<file path="src/rtl/fa_norm_pack_if.sv">
// Handshake bundle between the adder summation stage, fa_norm_pack and its consumer.
// master drives the input channel and out_ready; slave is the normalize/pack block.
interface fa_norm_pack_if;
    logic        in_valid;
    logic        in_ready;
    logic        in_sign;
    logic [7:0]  in_ex;
    logic [23:0] in_sum;
    logic        in_ov;
    logic [4:0]  in_count;
    logic        out_valid;
    logic        out_ready;
    logic [31:0] out_result;
    logic [2:0]  out_flags;

    modport master (
        output in_valid, in_sign, in_ex, in_sum, in_ov, in_count, out_ready,
        input  in_ready, out_valid, out_result, out_flags
    );

    modport slave (
        input  in_valid, in_sign, in_ex, in_sum, in_ov, in_count, out_ready,
        output in_ready, out_valid, out_result, out_flags
    );
endinterface

</file>
<file path="src/rtl/fa_norm_pack.sv">
// Two-stage normalize-and-pack of a float adder result into IEEE-754 single (truncating).
// Define FA_EXC_FLAGS_EN to drive out_flags; without it out_flags is tied to 3'b000.
module fa_norm_pack (
    input  logic          CLK,
    input  logic          RESETn,
    fa_norm_pack_if.slave bus
);
    typedef enum logic [1:0] {CLS_SPECIAL, CLS_CARRY, CLS_ZERO, CLS_NORMAL} cls_e;

    logic        s1_valid_reg;
    cls_e        s1_cls_reg;
    cls_e        cls_next;
    logic        s1_sign_reg;
    logic [23:0] s1_sum_reg;
    logic [4:0]  s1_sh_reg;
    logic [4:0]  sh_next;
    logic [7:0]  s1_exp_reg;
    logic [8:0]  exp_next;
    logic        s1_of_reg;
    logic        of_next;
    logic        s1_uf_reg;
    logic        uf_next;
    logic        out_valid_reg;
    logic [31:0] out_result_reg;
    logic [31:0] result_next;
    logic [22:0] frac_norm;
    logic [8:0]  ex9;
    logic        s1_load;
    logic        s2_load;

    assign s2_load        = !out_valid_reg || bus.out_ready;
    assign s1_load        = !s1_valid_reg || s2_load;
    assign bus.in_ready   = s1_load;
    assign bus.out_valid  = out_valid_reg;
    assign bus.out_result = out_result_reg;

    assign ex9     = {1'b0, bus.in_ex};
    assign sh_next = 5'd23 - bus.in_count;

    always_comb begin
        cls_next = CLS_NORMAL;
        if (bus.in_ex == 8'hFF)
            cls_next = CLS_SPECIAL;
        else if (bus.in_ov)
            cls_next = CLS_CARRY;
        else if (bus.in_sum == 24'h0)
            cls_next = CLS_ZERO;
    end

    // 9-bit exponent: a negative or zero difference shows up as bit 8 set or all-zero low bits.
    assign exp_next = (cls_next == CLS_CARRY) ? ex9 + 9'd1 : ex9 - {4'b0, sh_next};
    assign of_next  = exp_next >= 9'd255;
    assign uf_next  = exp_next[8] || (exp_next[7:0] == 8'h00);

    always_ff @(posedge CLK or negedge RESETn) begin
        if (!RESETn) begin
            s1_valid_reg <= 1'b0;
            s1_cls_reg   <= CLS_ZERO;
            s1_sign_reg  <= 1'b0;
            s1_sum_reg   <= 24'h0;
            s1_sh_reg    <= 5'd0;
            s1_exp_reg   <= 8'h00;
            s1_of_reg    <= 1'b0;
            s1_uf_reg    <= 1'b0;
        end else if (s1_load) begin
            s1_valid_reg <= bus.in_valid;
            s1_cls_reg   <= cls_next;
            s1_sign_reg  <= bus.in_sign;
            s1_sum_reg   <= bus.in_sum;
            s1_sh_reg    <= sh_next;
            s1_exp_reg   <= exp_next[7:0];
            s1_of_reg    <= of_next;
            s1_uf_reg    <= uf_next;
        end
    end

    // Only the 23 fraction bits survive, so the hidden one can be dropped before shifting.
    assign frac_norm = s1_sum_reg[22:0] << s1_sh_reg;

    always_comb begin
        result_next = 32'h0000_0000;
        case (s1_cls_reg)
            CLS_SPECIAL: result_next = {s1_sign_reg, 8'hFF, s1_sum_reg[22:0]};
            CLS_CARRY: begin
                if (s1_of_reg)
                    result_next = {s1_sign_reg, 8'hFF, 23'h0};
                else
                    result_next = {s1_sign_reg, s1_exp_reg, s1_sum_reg[23:1]};
            end
            CLS_ZERO: result_next = 32'h0000_0000;
            default: begin
                if (s1_uf_reg)
                    result_next = {s1_sign_reg, 31'h0};
                else
                    result_next = {s1_sign_reg, s1_exp_reg, frac_norm};
            end
        endcase
    end

    always_ff @(posedge CLK or negedge RESETn) begin
        if (!RESETn) begin
            out_valid_reg  <= 1'b0;
            out_result_reg <= 32'h0000_0000;
        end else if (s2_load) begin
            out_valid_reg <= s1_valid_reg;
            if (s1_valid_reg)
                out_result_reg <= result_next;
        end
    end

`ifdef FA_EXC_FLAGS_EN
    logic [2:0] flags_next;
    logic [2:0] out_flags_reg;

    always_comb begin
        flags_next = 3'b000;
        case (s1_cls_reg)
            CLS_CARRY:  flags_next = {2'b00, s1_of_reg};
            CLS_ZERO:   flags_next = 3'b100;
            CLS_NORMAL: flags_next = {s1_uf_reg, s1_uf_reg, 1'b0};
            default:    flags_next = 3'b000;
        endcase
    end

    always_ff @(posedge CLK or negedge RESETn) begin
        if (!RESETn)
            out_flags_reg <= 3'b000;
        else if (s2_load && s1_valid_reg)
            out_flags_reg <= flags_next;
    end

    assign bus.out_flags = out_flags_reg;
`else
    assign bus.out_flags = 3'b000;
`endif
endmodule

</file>
<file path="src/flat_wrapper.sv">
// flat-port wrapper written by rule: the top's interface ports become plain ports
module fa_norm_pack_flat 
  (CLK, RESETn, bus_in_valid, bus_in_sign, bus_in_ex, bus_in_sum, bus_in_ov, bus_in_count, bus_out_ready, bus_in_ready, bus_out_valid, bus_out_result, bus_out_flags);
  fa_norm_pack_if bus_i ();
  input  logic CLK;
  input  logic RESETn;
  input wire logic [$bits(bus_i.in_valid)-1:0] bus_in_valid;
  input wire logic [$bits(bus_i.in_sign)-1:0] bus_in_sign;
  input wire logic [$bits(bus_i.in_ex)-1:0] bus_in_ex;
  input wire logic [$bits(bus_i.in_sum)-1:0] bus_in_sum;
  input wire logic [$bits(bus_i.in_ov)-1:0] bus_in_ov;
  input wire logic [$bits(bus_i.in_count)-1:0] bus_in_count;
  input wire logic [$bits(bus_i.out_ready)-1:0] bus_out_ready;
  output wire logic [$bits(bus_i.in_ready)-1:0] bus_in_ready;
  output wire logic [$bits(bus_i.out_valid)-1:0] bus_out_valid;
  output wire logic [$bits(bus_i.out_result)-1:0] bus_out_result;
  output wire logic [$bits(bus_i.out_flags)-1:0] bus_out_flags;
  assign bus_i.in_valid = bus_in_valid;
  assign bus_i.in_sign = bus_in_sign;
  assign bus_i.in_ex = bus_in_ex;
  assign bus_i.in_sum = bus_in_sum;
  assign bus_i.in_ov = bus_in_ov;
  assign bus_i.in_count = bus_in_count;
  assign bus_i.out_ready = bus_out_ready;
  assign bus_in_ready = bus_i.in_ready;
  assign bus_out_valid = bus_i.out_valid;
  assign bus_out_result = bus_i.out_result;
  assign bus_out_flags = bus_i.out_flags;
  fa_norm_pack u_core (.CLK(CLK), .RESETn(RESETn), .bus(bus_i));
endmodule
</file>
<file path="config.mk">
export PLATFORM = sky130hd
export DESIGN_NAME = fa_norm_pack_flat
export DESIGN_NICKNAME = d
export VERILOG_FILES = /design/src/rtl/fa_norm_pack_if.sv /design/src/rtl/fa_norm_pack.sv /design/src/flat_wrapper.sv
export SDC_FILE = /design/constraint.sdc
export NUM_CORES = 1
export LEC_CHECK = 0
export CAP_MARGIN = 20
export CORE_MARGIN = 5
export CORE_UTILIZATION = 45
export CTS_CLUSTER_SIZE = 25
export DETAILED_ROUTE_END_ITERATION = 12
export MAX_ROUTING_LAYER = met4
export PLACE_DENSITY = 0.72
export SETUP_SLACK_MARGIN = 0.1
export SYNTH_ARGS = -nofsm -noshare
export SYNTH_HDL_FRONTEND = slang
export SYNTH_SLANG_ARGS = --single-unit
</file>
<file path="constraint.sdc">
create_clock -name CLK -period 1.85 [get_ports CLK]
set_input_delay 0.185 -clock CLK [delete_from_list [all_inputs] [get_ports CLK]]
set_output_delay 0.185 -clock CLK [all_outputs]
set_load 0.01 [all_outputs]
</file>
==> impl_metrics.yaml <==
clock_tree:
  clk_root_buffer_cell: "sky130_fd_sc_hd__clkbuf_8"
  htree_levels: 3
  max-clock-path-buffers: 2
  tritoncts_num_sinks: 76
  cts_inserted_buffers: 9
  clk_latency_ns: 0.37
  tritoncts: "built"
  cts.reportedPaths.clkPinSlew_ns: 0.08
global_routing:
  grt_first_pass_wirelength_um: 24910
  first_global_vias: 4856
  grt-busiest-layer: "met2"
  grtUsageMet1_pct: 35.09
  groute.layer.met2.usage_pct: 38.32
  maximum_number_of_pins_on_one_net_before_global_route_repair: 77
  gr-total-overflow: 0
  antenna_found_initial: 0
  globalRouteTotalUtil_pct: 25.01
  grt_use_met3_pct: 3.342
setup_path:
  cp_data_arrival_time_ns: 2.50
  worst_r2r_endpoint: "u_core.bus.out_result[8]"
  top_fanout_value_on_the_critical_path: 4
  rrSetupSlack_ns: -0.30
  worst_ep_required_time_ns: 2.12
  regToRegStartpoint: "u_core.s1_sh_reg[1]"
  worst-setup-path-type: "input pin to register"
  timing.critical_path.from_type: "input pin"
  reg2regPathDepth: 8
  end_kind: "register"
pwr:
  internal_power_mw: 4.135
  cellLeakagePower_nw: 3.415
  ir_drop_mv: 0.4162
  fin_total_pwr_mw: 6.363
  power.switching_fraction_pct: 35.02
  clkPwrFrac_pct: 18.4
  seqPwrFrac_pct: 34.5
  pwr_density_cell_nw_per_um2: 826.2
  switchingPower_mw: 2.229
  pwr-share-comb_pct: 47.1
finish:
  fin_area_um2: 7702
  design.final.nets: 785
  areaGrowthSynthToFinish_pct: 59.19
  layoutNonFillerInstCount: 869
  antenna-diode-count: 0
  largest_register_ffs: 32
  final_layout_size_suffix_gt1_share_pct: 39.56
min_path:
  hp-start: "bus_in_count[0]"
  holdCritPathClass: "input pin to register"
  hold_depth: 3
  hold_path_end: "u_core.s1_sh_reg[0]"
routing:
  vias: 4915
  vias_per_cell: 5.656
  routedWlPerCell_um: 18.36
  detail_route.iter0.violations: 426
  detail_route.wirelength_um: 15960
  drc: 0
  drt-pass1-iter-count: 5
  final_antenna_net_count: 0
timing:
  max_transition_viols_final: 0
  min_period_over_period_pct: 120.3
  setup_viol: 23
  worst_max_slew_pin_slew_ns: 0.7165
  fin_setup_tns_ns: -3.623
  worst_hold_slack_ns: 0.1542
  clock_skew_ns: 0.01989
  final_hold_viol_count: 0
  max-slew-margin-rel_pct: 52.24
  finalCriticalPeriod_ns: 2.225
  timing.fmax_mhz: 449.3
  worst_slack_ns: -0.3755
  rsz_0062_raised_after_global_routing: "yes"
logic_synthesis:
  synth.cell_area_um2: 4838
  synth_sequential_area_ratio_pct: 39.33
  synthMostInstantiatedCell: "sky130_fd_sc_hd__nand2_1"
  post-synth-top-area-fraction_pct: 38.79
  synth.area.top_cells: "sky130_fd_sc_hd__dfrtp_1, sky130_fd_sc_hd__nand2_1, sky130_fd_sc_hd__mux2i_1, sky130_fd_sc_hd__mux4_2, sky130_fd_sc_hd__o21ai_0"
  synth.largest_area_cell: "sky130_fd_sc_hd__dfrtp_1"
  synth_seq_cells: 76
  synth_common_cells: "sky130_fd_sc_hd__nand2_1, sky130_fd_sc_hd__dfrtp_1, sky130_fd_sc_hd__nor2_1"
  proportion_of_synthesized_flip_flops_having_asynchronous_set_or_reset_pct: 100.0
  synth-edff-count: 0
  post_synth_num_cell_types: 58
  synth.avg_cell_area_um2: 9.078
  ys.warnings.count: 0
  dominantRegCellSynth: "sky130_fd_sc_hd__dfrtp_1"
  netlist_instances: 533
placement:
  dpl_cells: 827
  placedInstanceArea_um2: 6624
  gp_congestion: 0.9122
  dp_hpwl_um: 11320
  port-buffer-count: 76
die:
  fp.dieW_um: 113.7
  floorplan.initialDensity_pct: 46.45
  boundaryPins: 80
  core_region_area_um2: 10420
  die_height_um: 113.7
  num_rows: 37
  die_area_um2: 12930
status:
  run_status: "finished, violations left"
  failing_checks: "negative setup slack"
job:
  max_cap_viol_count: 0
## power groups by stage
stage | logic (mW) | clock network (mW) | registers (mW)
final | 2.99 | 1.17 | 2.20
after global routing | 3.19 | 1.27 | 2.24
after CTS | 2.72 | 1.20 | 2.19
after detailed placement | 2.39 | 0 | 2.21
after global placement | 2.37 | 0 | 2.19
after floorplan | 1.13 | 0 | 2.25
## area by class of cell
| class | count | area [um2] |
|---|---|---|
| Clock buffer | 11 | 151.4 |
| Timing Repair Buffer | 218 | 2079 |
| Inverter | 12 | 50.05 |
| Clock inverter | 3 | 23.77 |
| Tap cell | 136 | 170.2 |
| Multi-Input combinational cell | 413 | 3323 |
| Sequential cell | 76 | 1904 |
| Fill cell | 746 | 2714 |
## per-stage QoR
step | worst slack (ns) | utilization [%]
after floorplan | -0.4322 | -
after global placement | -1.044 | 63.59
after detailed placement | -1.201 | 63.59
after CTS | -0.3328 | 70.40
after global routing | -0.3917 | 73.95
final | -0.3755 | 73.95
## critical path: stages
cell                        delay, ns
sky130_fd_sc_hd__buf_6           0.07
sky130_fd_sc_hd__nand4_1         0.14
sky130_fd_sc_hd__or2_4           0.28
sky130_fd_sc_hd__nand2_4         0.10
sky130_fd_sc_hd__buf_6           0.11
sky130_fd_sc_hd__nand2_4         0.06
sky130_fd_sc_hd__fa_2            0.42
sky130_fd_sc_hd__buf_12          0.15
sky130_fd_sc_hd__xnor2_4         0.15
sky130_fd_sc_hd__nand4bb_1       0.11
sky130_fd_sc_hd__or4_4           0.52
sky130_fd_sc_hd__o32ai_2         0.21
## metal layers
layer / vias to the layer above / share of wire [%]
li1: 2314 / -
met1: 2380 / 45
met2: 190 / 47
met3: 31 / 5.5
met4: 0 / 2.4
met5: - / 0
## how the worst max path moves through the flow
stage / end / slack (ns) / startpoint / cells past startpoint
after floorplan: u_core.s1_of_reg / -0.43 / bus_in_ex[6] / 12
after global placement: u_core.s1_of_reg / -1.04 / bus_in_ex[2] / 13
after detailed placement: u_core.s1_of_reg / -1.20 / bus_in_ex[4] / 13
after CTS: u_core.s1_of_reg / -0.33 / bus_in_ex[1] / 11
after global routing: u_core.s1_of_reg / -0.39 / bus_in_ex[1] / 12
final: u_core.s1_of_reg / -0.38 / bus_in_ex[1] / 12
## layout by cell type (no fill, tap or decap), types with 4 or more instances in the layout
master and n:
sky130_fd_sc_hd__mux2i_1 16, sky130_fd_sc_hd__mux4_2 16, sky130_fd_sc_hd__nand2_2 6, sky130_fd_sc_hd__a221o_1 4
sky130_fd_sc_hd__mux2_4 6, sky130_fd_sc_hd__nand2b_1 6, sky130_fd_sc_hd__ha_4 6, sky130_fd_sc_hd__nand2_1 121
sky130_fd_sc_hd__o21ai_1 10, sky130_fd_sc_hd__buf_4 108, sky130_fd_sc_hd__o21ai_0 17, sky130_fd_sc_hd__o21ai_2 8
sky130_fd_sc_hd__nor2b_1 5, sky130_fd_sc_hd__nor2_1 36, sky130_fd_sc_hd__ha_1 5, sky130_fd_sc_hd__inv_2 5
sky130_fd_sc_hd__a21oi_2 10, sky130_fd_sc_hd__mux2i_4 6, sky130_fd_sc_hd__a221oi_2 6, sky130_fd_sc_hd__inv_1 5
sky130_fd_sc_hd__o21a_1 6, sky130_fd_sc_hd__clkdlybuf4s50_1 60, sky130_fd_sc_hd__nor4_1 5, sky130_fd_sc_hd__mux2i_2 6
sky130_fd_sc_hd__buf_12 9, sky130_fd_sc_hd__buf_6 27, sky130_fd_sc_hd__a21oi_1 15, sky130_fd_sc_hd__nand2_4 4
sky130_fd_sc_hd__dfrtp_1 74, sky130_fd_sc_hd__a221oi_1 13, sky130_fd_sc_hd__clkbuf_8 11
## timing repair
action / in CTS / in global routing
setup endpoints to repair: 31 / 34
endpoints found under the hold margin: 75 / 0
hold buffers: 1 / 0
gates cloned: 3 / 0
resized for setup: 142 / 64
pin swaps: 49 / 27
setup buffers: 17 / 9
## kinds of logic (layout without fill, tap and decap cells)
kind of cell,after synthesis,after routing,share of synthesized area (%)
buffers and inverters,46,244,4.707
DFF,76,76,39.33
other,1,3,0.07751
muxes,51,51,15.18
adders and majority gates,12,12,3.258
AOI/OAI and AO/OA,121,121,16.50
xor gates and xnor gates,9,9,1.629
and+or+nand+nor,217,217,19.32
No activity file was read; power rests on OpenSTA's default activity.
